`config.mk`:
```
export PLATFORM = sky130hd
export DESIGN_NAME = reg_file_read
export DESIGN_NICKNAME = d
export VERILOG_FILES = /design/src/rtl/regfile_pkg.sv /design/src/rtl/reg_cell.sv /design/src/rtl/reg_file_read.sv
export SDC_FILE = /design/constraint.sdc
export NUM_CORES = 1
export LEC_CHECK = 0
export CAP_MARGIN = 20
export CORE_MARGIN = 4
export CORE_UTILIZATION = 45
export CTS_CLUSTER_SIZE = 25
export DETAILED_ROUTE_END_ITERATION = 7
export PLACE_DENSITY = 0.72
export SETUP_SLACK_MARGIN = 0.05
export SYNTH_ARGS = -nofsm -noshare
export SYNTH_HDL_FRONTEND = slang
export SYNTH_SLANG_ARGS = --single-unit
export TNS_END_PERCENT = 20
```
`constraint.sdc`:
```
create_clock -name clk -period 1.9 [get_ports clk]
set_clock_uncertainty 0.05 [all_clocks]
set_input_delay 0.19 -clock clk [delete_from_list [all_inputs] [get_ports clk]]
set_output_delay 0.19 -clock clk [all_outputs]
set_load 0.005 [all_outputs]
```
`src/rtl/regfile_pkg.sv`:
```
// regfile_pkg: shared register file dimensions
package regfile_pkg;
  localparam int DATA_W = 16;
  localparam int NUM_REGS = 16;
  localparam int ADDR_W = $clog2(NUM_REGS);
  localparam int ZERO_REG = 0;
endpackage

```
`src/rtl/reg_cell.sv`:
```
// reg_cell: one storage entry with sync reset and edge-triggered write enable
module reg_cell #(
  parameter int W = 16
) (
  input  logic                clk,
  input  logic                rst,
  input  logic                we,
  input  logic signed [W-1:0] d,
  output logic signed [W-1:0] q
);
  always_ff @(posedge clk)
    if (rst) q <= '0;
    else if (we) q <= d;
endmodule

```
`src/rtl/reg_file_read.sv`:
```
// reg_file_read: register file, one write port, two registered read ports with bypass
module reg_file_read
  import regfile_pkg::*;
#(
  parameter int DATA_W   = regfile_pkg::DATA_W,
  parameter int NUM_REGS = regfile_pkg::NUM_REGS,
  parameter int ADDR_W   = $clog2(NUM_REGS)
) (
  input  logic                     clk,
  input  logic                     rst,
  input  logic                     w_flag,
  input  logic        [ADDR_W-1:0] w_addr,
  input  logic signed [DATA_W-1:0] w_data,
  input  logic                     rd_en,
  input  logic        [ADDR_W-1:0] r_addr_a,
  input  logic        [ADDR_W-1:0] r_addr_b,
  output logic signed [DATA_W-1:0] out_a,
  output logic signed [DATA_W-1:0] out_b,
  output logic                     rd_valid
);
  localparam logic [ADDR_W-1:0] ZERO = ADDR_W'(ZERO_REG);
  logic signed [DATA_W-1:0] regs [NUM_REGS];
  logic signed [DATA_W-1:0] nxt_a, nxt_b;
  assign regs[0] = '0;
  genvar i;
  for (i = 1; i < NUM_REGS; i++) begin : g_cell
    reg_cell #(.W(DATA_W)) u_cell (
      .clk(clk),
      .rst(rst),
      .we (w_flag && w_addr == ADDR_W'(i)),
      .d  (w_data),
      .q  (regs[i])
    );
  end
  // bypass only on nonzero indices so r0 stays zero even while being "written"
  always_comb begin
    nxt_a = (r_addr_a == ZERO) ? '0 : (w_flag && w_addr == r_addr_a) ? w_data : regs[r_addr_a];
    nxt_b = (r_addr_b == ZERO) ? '0 : (w_flag && w_addr == r_addr_b) ? w_data : regs[r_addr_b];
  end
  always_ff @(posedge clk)
    if (rst) begin
      out_a    <= '0;
      out_b    <= '0;
      rd_valid <= 1'b0;
    end else begin
      rd_valid <= rd_en;
      if (rd_en) begin
        out_a <= nxt_a;
        out_b <= nxt_b;
      end
    end
endmodule

```
Word level (Yosys, flattened, before mapping)
Index checks and enable logic that the tools add are counted.
Word-level totals
  bits of input ports: 32
  output and inout port bits: 33
  logic and storage cells: 68
  bits in registers: 273
Cells by class
  bitwise gates (word level): 2
  mux-type cells: 10
  reduce and logical (&&, ||, !) cells: 19
  order comparisons: 2
  eq/ne operators: 17
Operator list (number)
  binary-select mux 16 bit (select 4 bit): 2
  two-way mux 16 bit: 8
  equality test 4 bit (second input constant): 8
  logical AND 1 bit: 17
  equality test 4 x 3 -> 1 bit (second input constant): 4
  greater-or-equal comparator 5 bit (second input constant): 2
  inverter 4 -> 5 bit: 2
  equality test 4 x 2 -> 1 bit (second input constant): 2
  equality test 4 bit: 2
  zero test 4 bit: 2
  equality test 4 x 1 -> 1 bit (second input constant): 1

Depth between registers and ports, before layout
  word-level depth: 6
  mapped depth: 8
  depth with buffers taken out: 5

Modules after synthesis
From an unflattened synthesis, not the netlist that was laid out.
Unflattened totals
  cell total of the unflattened synthesis: 1332
  area, all modules: 14249.9 µm²
By module, submodules not included
  reg_cell: seq. area each 320.3 µm², cells an instance 52, times used 15, area an instance 580.6 µm²
  reg_file_read: seq. area each 660.6 µm², cells an instance 552, times used 1, area an instance 5541.6 µm²

Worst setup path after synthesis
Ideal clock, no wire load.
  path type: input port to flip-flop
  from: input port r_addr_b[1]
  to: register out_b[10]
  library setup time: 0.116 ns
  arrival time: 1.489 ns
  setup slack: 0.244 ns
  cell stages on the path: 7
  required time: 1.734 ns
  path buffers: 2
  cells stage by stage: buf_6 buf_6 mux4_1 mux2_2 nand2_1 and3_1 o21ai_1
Between the ends
  longest elaborated chain between the ends: 6
  elaborated cells on any way between the ends: 9
  those cells by class: eq/ne: 1; mux: 5; bitwise: 1; reduce/logical: 2
Ends and longest elaborated chain
  start: declaration: line reg_file_read.sv:16  | input logic [ADDR_W-1:0] r_addr_b,
  inverter 4 -> 5 bit (implied by the code): line reg_file_read.sv:38  | nxt_b = (r_addr_b == ZERO) ? '0 : (w_flag && w_addr == r_addr_b) ? w_data : regs[r_addr_b];
  binary-select mux 16 bit (select 4 bit): line reg_file_read.sv:38
  two-way mux 16 bit (implied by the code) (2 in series): line reg_file_read.sv:38
  two-way mux 16 bit: line reg_file_read.sv:38
  two-way mux 16 bit (*): line reg_file_read.sv:38
  end signal: assignment: line reg_file_read.sv:49  | out_b <= nxt_b;
  end: declaration: line reg_file_read.sv:18  | output logic signed [DATA_W-1:0] out_b,
Every way passes the cells marked *; elsewhere a longest branch is shown, timed or not. The select of a mux whose other input is x is not followed.
A chain may end at the register's enable or synchronous reset.

Worst setup path in the final report
  from: register out_a[3]
  to: output port out_a[3]
RTL lines
  start: declaration: line reg_file_read.sv:17  | output logic signed [DATA_W-1:0] out_a,
  start signal: assignment: line reg_file_read.sv:48  | out_a <= nxt_a;
No word-level cell between the ends.

==> metrics.txt <==
# TYPE chip_impl_metric gauge
chip_impl_info{name="outcome",value="finished clean"} 1
chip_impl_metric{name="clkSinkCount",unit=""} 273
chip_impl_metric{name="via_per_inst",unit=""} 6.06
chip_impl_metric{name="drive_gt1_frac",unit=""} 0.147
chip_impl_metric{name="drtIter0Drc",unit=""} 1492
chip_impl_metric{name="fin_util",unit=""} 0.553
chip_impl_metric{name="share_of_synthesized_flip_flops_with_an_asynchronous_set_or_reset",unit=""} 0
chip_impl_info{name="yosysTopAreaCell",value="dfxtp_1"} 1
chip_impl_info{name="ys_dominant_reg_cell",value="dfxtp_1"} 1
chip_impl_metric{name="clk_lat_worst_skew",unit="ps"} 550
chip_impl_metric{name="placement.io_buffers",unit=""} 64
chip_impl_metric{name="yosys_warnings",unit=""} 0
chip_impl_info{name="rsz0062_at_grt",value="no"} 1
chip_impl_metric{name="relSlewSlack",unit=""} 0.500
chip_impl_metric{name="cts_inserted_buffers",unit=""} 30
chip_impl_metric{name="synth.ff_latch_count",unit=""} 273
chip_impl_metric{name="clockBufferDepth",unit=""} 3
chip_impl_metric{name="ant_nets",unit=""} 0
chip_impl_metric{name="antennaDiodeCount",unit=""} 0
chip_impl_metric{name="cellPowerDensity",unit="mW/mm^2"} 785
chip_impl_metric{name="area_growth",unit="%"} 21.1
chip_impl_metric{name="die_area",unit="mm^2"} 0.0340
chip_impl_metric{name="finalSetupViolCount",unit=""} 0
chip_impl_metric{name="post_synthesis_mean_instance_area",unit="um^2"} 8.38
chip_impl_metric{name="timing.critical_path.arrival",unit="ps"} 1540
chip_impl_metric{name="finalWeightedCongestion",unit=""} 0.936
chip_impl_metric{name="max_cap_violations",unit=""} 0
chip_impl_metric{name="power_switching_share",unit=""} 0.247
chip_impl_metric{name="clock_power_share",unit=""} 0.453
chip_impl_metric{name="pin_count_of_the_biggest_net_entering_global_routing",unit=""} 129
chip_impl_metric{name="die_w",unit="um"} 184
chip_impl_info{name="worst_setup_path_end_kind",value="output port"} 1
chip_impl_metric{name="synth.yosys.seq_area_share",unit=""} 0.390
chip_impl_metric{name="worst_slew_pin_slew",unit="ps"} 748
chip_impl_metric{name="max_stage_delay",unit="ps"} 550
chip_impl_metric{name="postCtsResizedCells",unit=""} 0
chip_impl_metric{name="postSynthCellCount",unit=""} 1672
chip_impl_metric{name="ios",unit=""} 65
chip_impl_metric{name="yosysUniqueCellTypes",unit=""} 45
chip_impl_metric{name="vdd.ir_drop.worst",unit="V"} 0.000729
chip_impl_metric{name="hold_violations_final",unit=""} 0
chip_impl_metric{name="grt_pass1_vias",unit=""} 12900
chip_impl_metric{name="first_pass_grt_wire_length",unit="um"} 72100
chip_impl_metric{name="grt_remaining_overflow",unit=""} 0
chip_impl_metric{name="postSynthNetCount",unit=""} 1704
chip_impl_metric{name="placeableCoreArea",unit="mm^2"} 0.0307
chip_impl_metric{name="routed_wl",unit="um"} 46900
chip_impl_info{name="most_frequently_used_cell_type_in_the_post_synthesis_netlist",value="nand2_1"} 1
chip_impl_metric{name="avgRoutedWirePerCell",unit="um"} 21.7
chip_impl_metric{name="synth-edff-count",unit=""} 0
chip_impl_metric{name="dp_hpwl",unit="um"} 30700
chip_impl_metric{name="route.detailed.drc",unit=""} 0
chip_impl_metric{name="leakagePower",unit="nW"} 6.16
chip_impl_info{name="ordered_list_of_cells_on_the_worst_path",value="clkdlybuf4s50_1"} 1
chip_impl_metric{name="die_height",unit="um"} 184
chip_impl_info{name="clk_root_buffer_cell",value="clkbuf_16"} 1
chip_impl_metric{name="netSwitchingPower",unit="mW"} 3.28
chip_impl_metric{name="max_freq",unit="MHz"} 561
chip_impl_info{name="crit_type",value="flop to output port"} 1
chip_impl_metric{name="final_min_period_over_clock_period",unit=""} 0.938
chip_impl_info{name="timing.critical_path.max_delay_family",value="buffers and inverters"} 1
chip_impl_metric{name="start_util",unit=""} 0.457
chip_impl_info{name="hold_path_class",value="input port to flop"} 1
chip_impl_metric{name="slew_viol_final",unit=""} 0
chip_impl_metric{name="cts.htree.levels",unit=""} 1
chip_impl_metric{name="row_count",unit=""} 64
chip_impl_metric{name="count_of_buffer_and_inverter_cells_on_the_critical_path",unit=""} 1
chip_impl_metric{name="fin_crit",unit="ps"} 1780
chip_impl_metric{name="fin_hold_ws",unit="ps"} 359
chip_impl_metric{name="share_comb_of_total_power",unit=""} 0.105
chip_impl_info{name="startpoint_type",value="flop"} 1
chip_impl_metric{name="finish.net_count",unit=""} 1779
chip_impl_metric{name="seq_power_share",unit=""} 0.442
chip_impl_metric{name="clk_transition_reported_paths",unit="ps"} 60
chip_impl_metric{name="layout.filler_cells",unit=""} 2694
chip_impl_info{name="crit_path_top_delay_cell",value="clkdlybuf4s50_1"} 1
chip_impl_info{name="cts_tree",value="done"} 1
chip_impl_metric{name="setup-tns-final",unit="ps"} 0
chip_impl_info{name="post_synth_main_area_contributors",value="dfxtp_1 39%, nand2_1 13%, mux2i_1 11%, a21oi_1 7.4%, mux4_1 4.1%"} 1
chip_impl_metric{name="power",unit="mW"} 13.3
chip_impl_metric{name="critical_path_peak_fanout",unit=""} 2
chip_impl_metric{name="detailed_route_via_count",unit=""} 13100
chip_impl_metric{name="post-synth-top-area-fraction",unit=""} 0.390
chip_impl_metric{name="mappedNetlistArea",unit="mm^2"} 0.0140
chip_impl_metric{name="first_pass_iters",unit=""} 6
chip_impl_info{name="ys_top_cells_by_count",value="481 x nand2_1, 273 x dfxtp_1, 208 x a21oi_1"} 1
chip_impl_metric{name="grt_antenna_before_repair",unit=""} 0
chip_impl_metric{name="gr-usage-all-layers",unit=""} 0.268
chip_impl_metric{name="internal_power",unit="mW"} 10.0
chip_impl_metric{name="critPathRequiredTime",unit="ps"} 1660
cells by family after synthesis:
kind of cell           after synthesis  synth area share
AO/OA/AOI/OAI                      389             0.154
XOR/XNOR                             8           0.00500
buffers and inverters              155            0.0564
flip-flops                         273             0.390
multiplexers                       235             0.214
AND/OR/NAND/NOR                    612             0.181
per-layer routing:
layer  routed length (um)  global-route usage  up-vias
li1                     -                   -     5942
met1                19300               0.347     6284
met2                21200               0.431      708
met3                 3700              0.0373      190
met4                 2730               0.150        0
met5                    0                   0        -
power groups by stage:
stage	combinational, mW	clock, mW	sequential [mW]
after global placement	1.35	0	6.00
after CTS	1.37	6.07	5.88
after detailed placement	1.37	0	6.00
after global routing	1.47	6.32	5.89
final	1.40	6.02	5.88
after floorplan	0.790	0	5.98
flip-flops by register name, summed over array words and instances (netlist names):
| signal | cells |
|---|---|
| g_cell.u_cell.q | 240 |
| out_a | 16 |
| out_b | 16 |
| rd_valid | 1 |
stage by stage:
step	cells	instance area [um^2]	setup WS (ps)
after global routing	2167	17000	109
final	2167	17000	118
after CTS	2167	17000	116
after global placement	2110	15900	-199
after floorplan	1672	14000	244
after detailed placement	2110	15900	-182
timing repair:
action,in CTS,in global routing
endpoints found under the hold margin,1,0
buffers inserted,0,0
setup endpoints to repair,0,0
hold buffers,1,0
area by class of cell:
cell class,count,area (um^2),share of cell area
Multi-Input combinational cell,1244,7760,0.457
Sequential cell,273,5470,0.322
Timing Repair Buffer,197,2210,0.130
Clock buffer,43,881,0.0519
Tap cell,396,495,0.0292
Clock inverter,13,146,0.00863
Inverter,1,3.75,0.000221
layout by cell type, fill, tap and decap left out, types with 5 or more instances in the layout:
master,count
nand2_1,481
dfxtp_1,273
a21oi_1,208
mux2i_1,158
buf_4,87
clkdlybuf4s50_1,58
nor2_1,57
o21ai_0,55
buf_12,47
o22ai_1,40
mux2_2,36
o21ai_1,36
and3_1,32
clkbuf_16,31
mux4_1,22
mux4_2,19
a21o_1,15
a22oi_1,15
a221oi_1,15
clkinv_2,8
nand3_1,7
nor2b_1,6
xor2_1,6
clkbuf_1,6
clkbuf_8,6
nor2_4,5
nand2b_1,5
path summary, 6_finish.rpt:
kind                      startpoint                     to  slack (ps)  cells past startpoint
max                         out_a[3]               out_a[3]         120                      1
min                        w_data[6]  g_cell[7].u_cell.q[6]         360                      4
max reg2reg  g_cell[11].u_cell.q[10]              out_b[10]         240                      5
min reg2reg                out_b[12]              out_b[12]         410                      2
No activity file was read; power rests on OpenSTA's default activity.
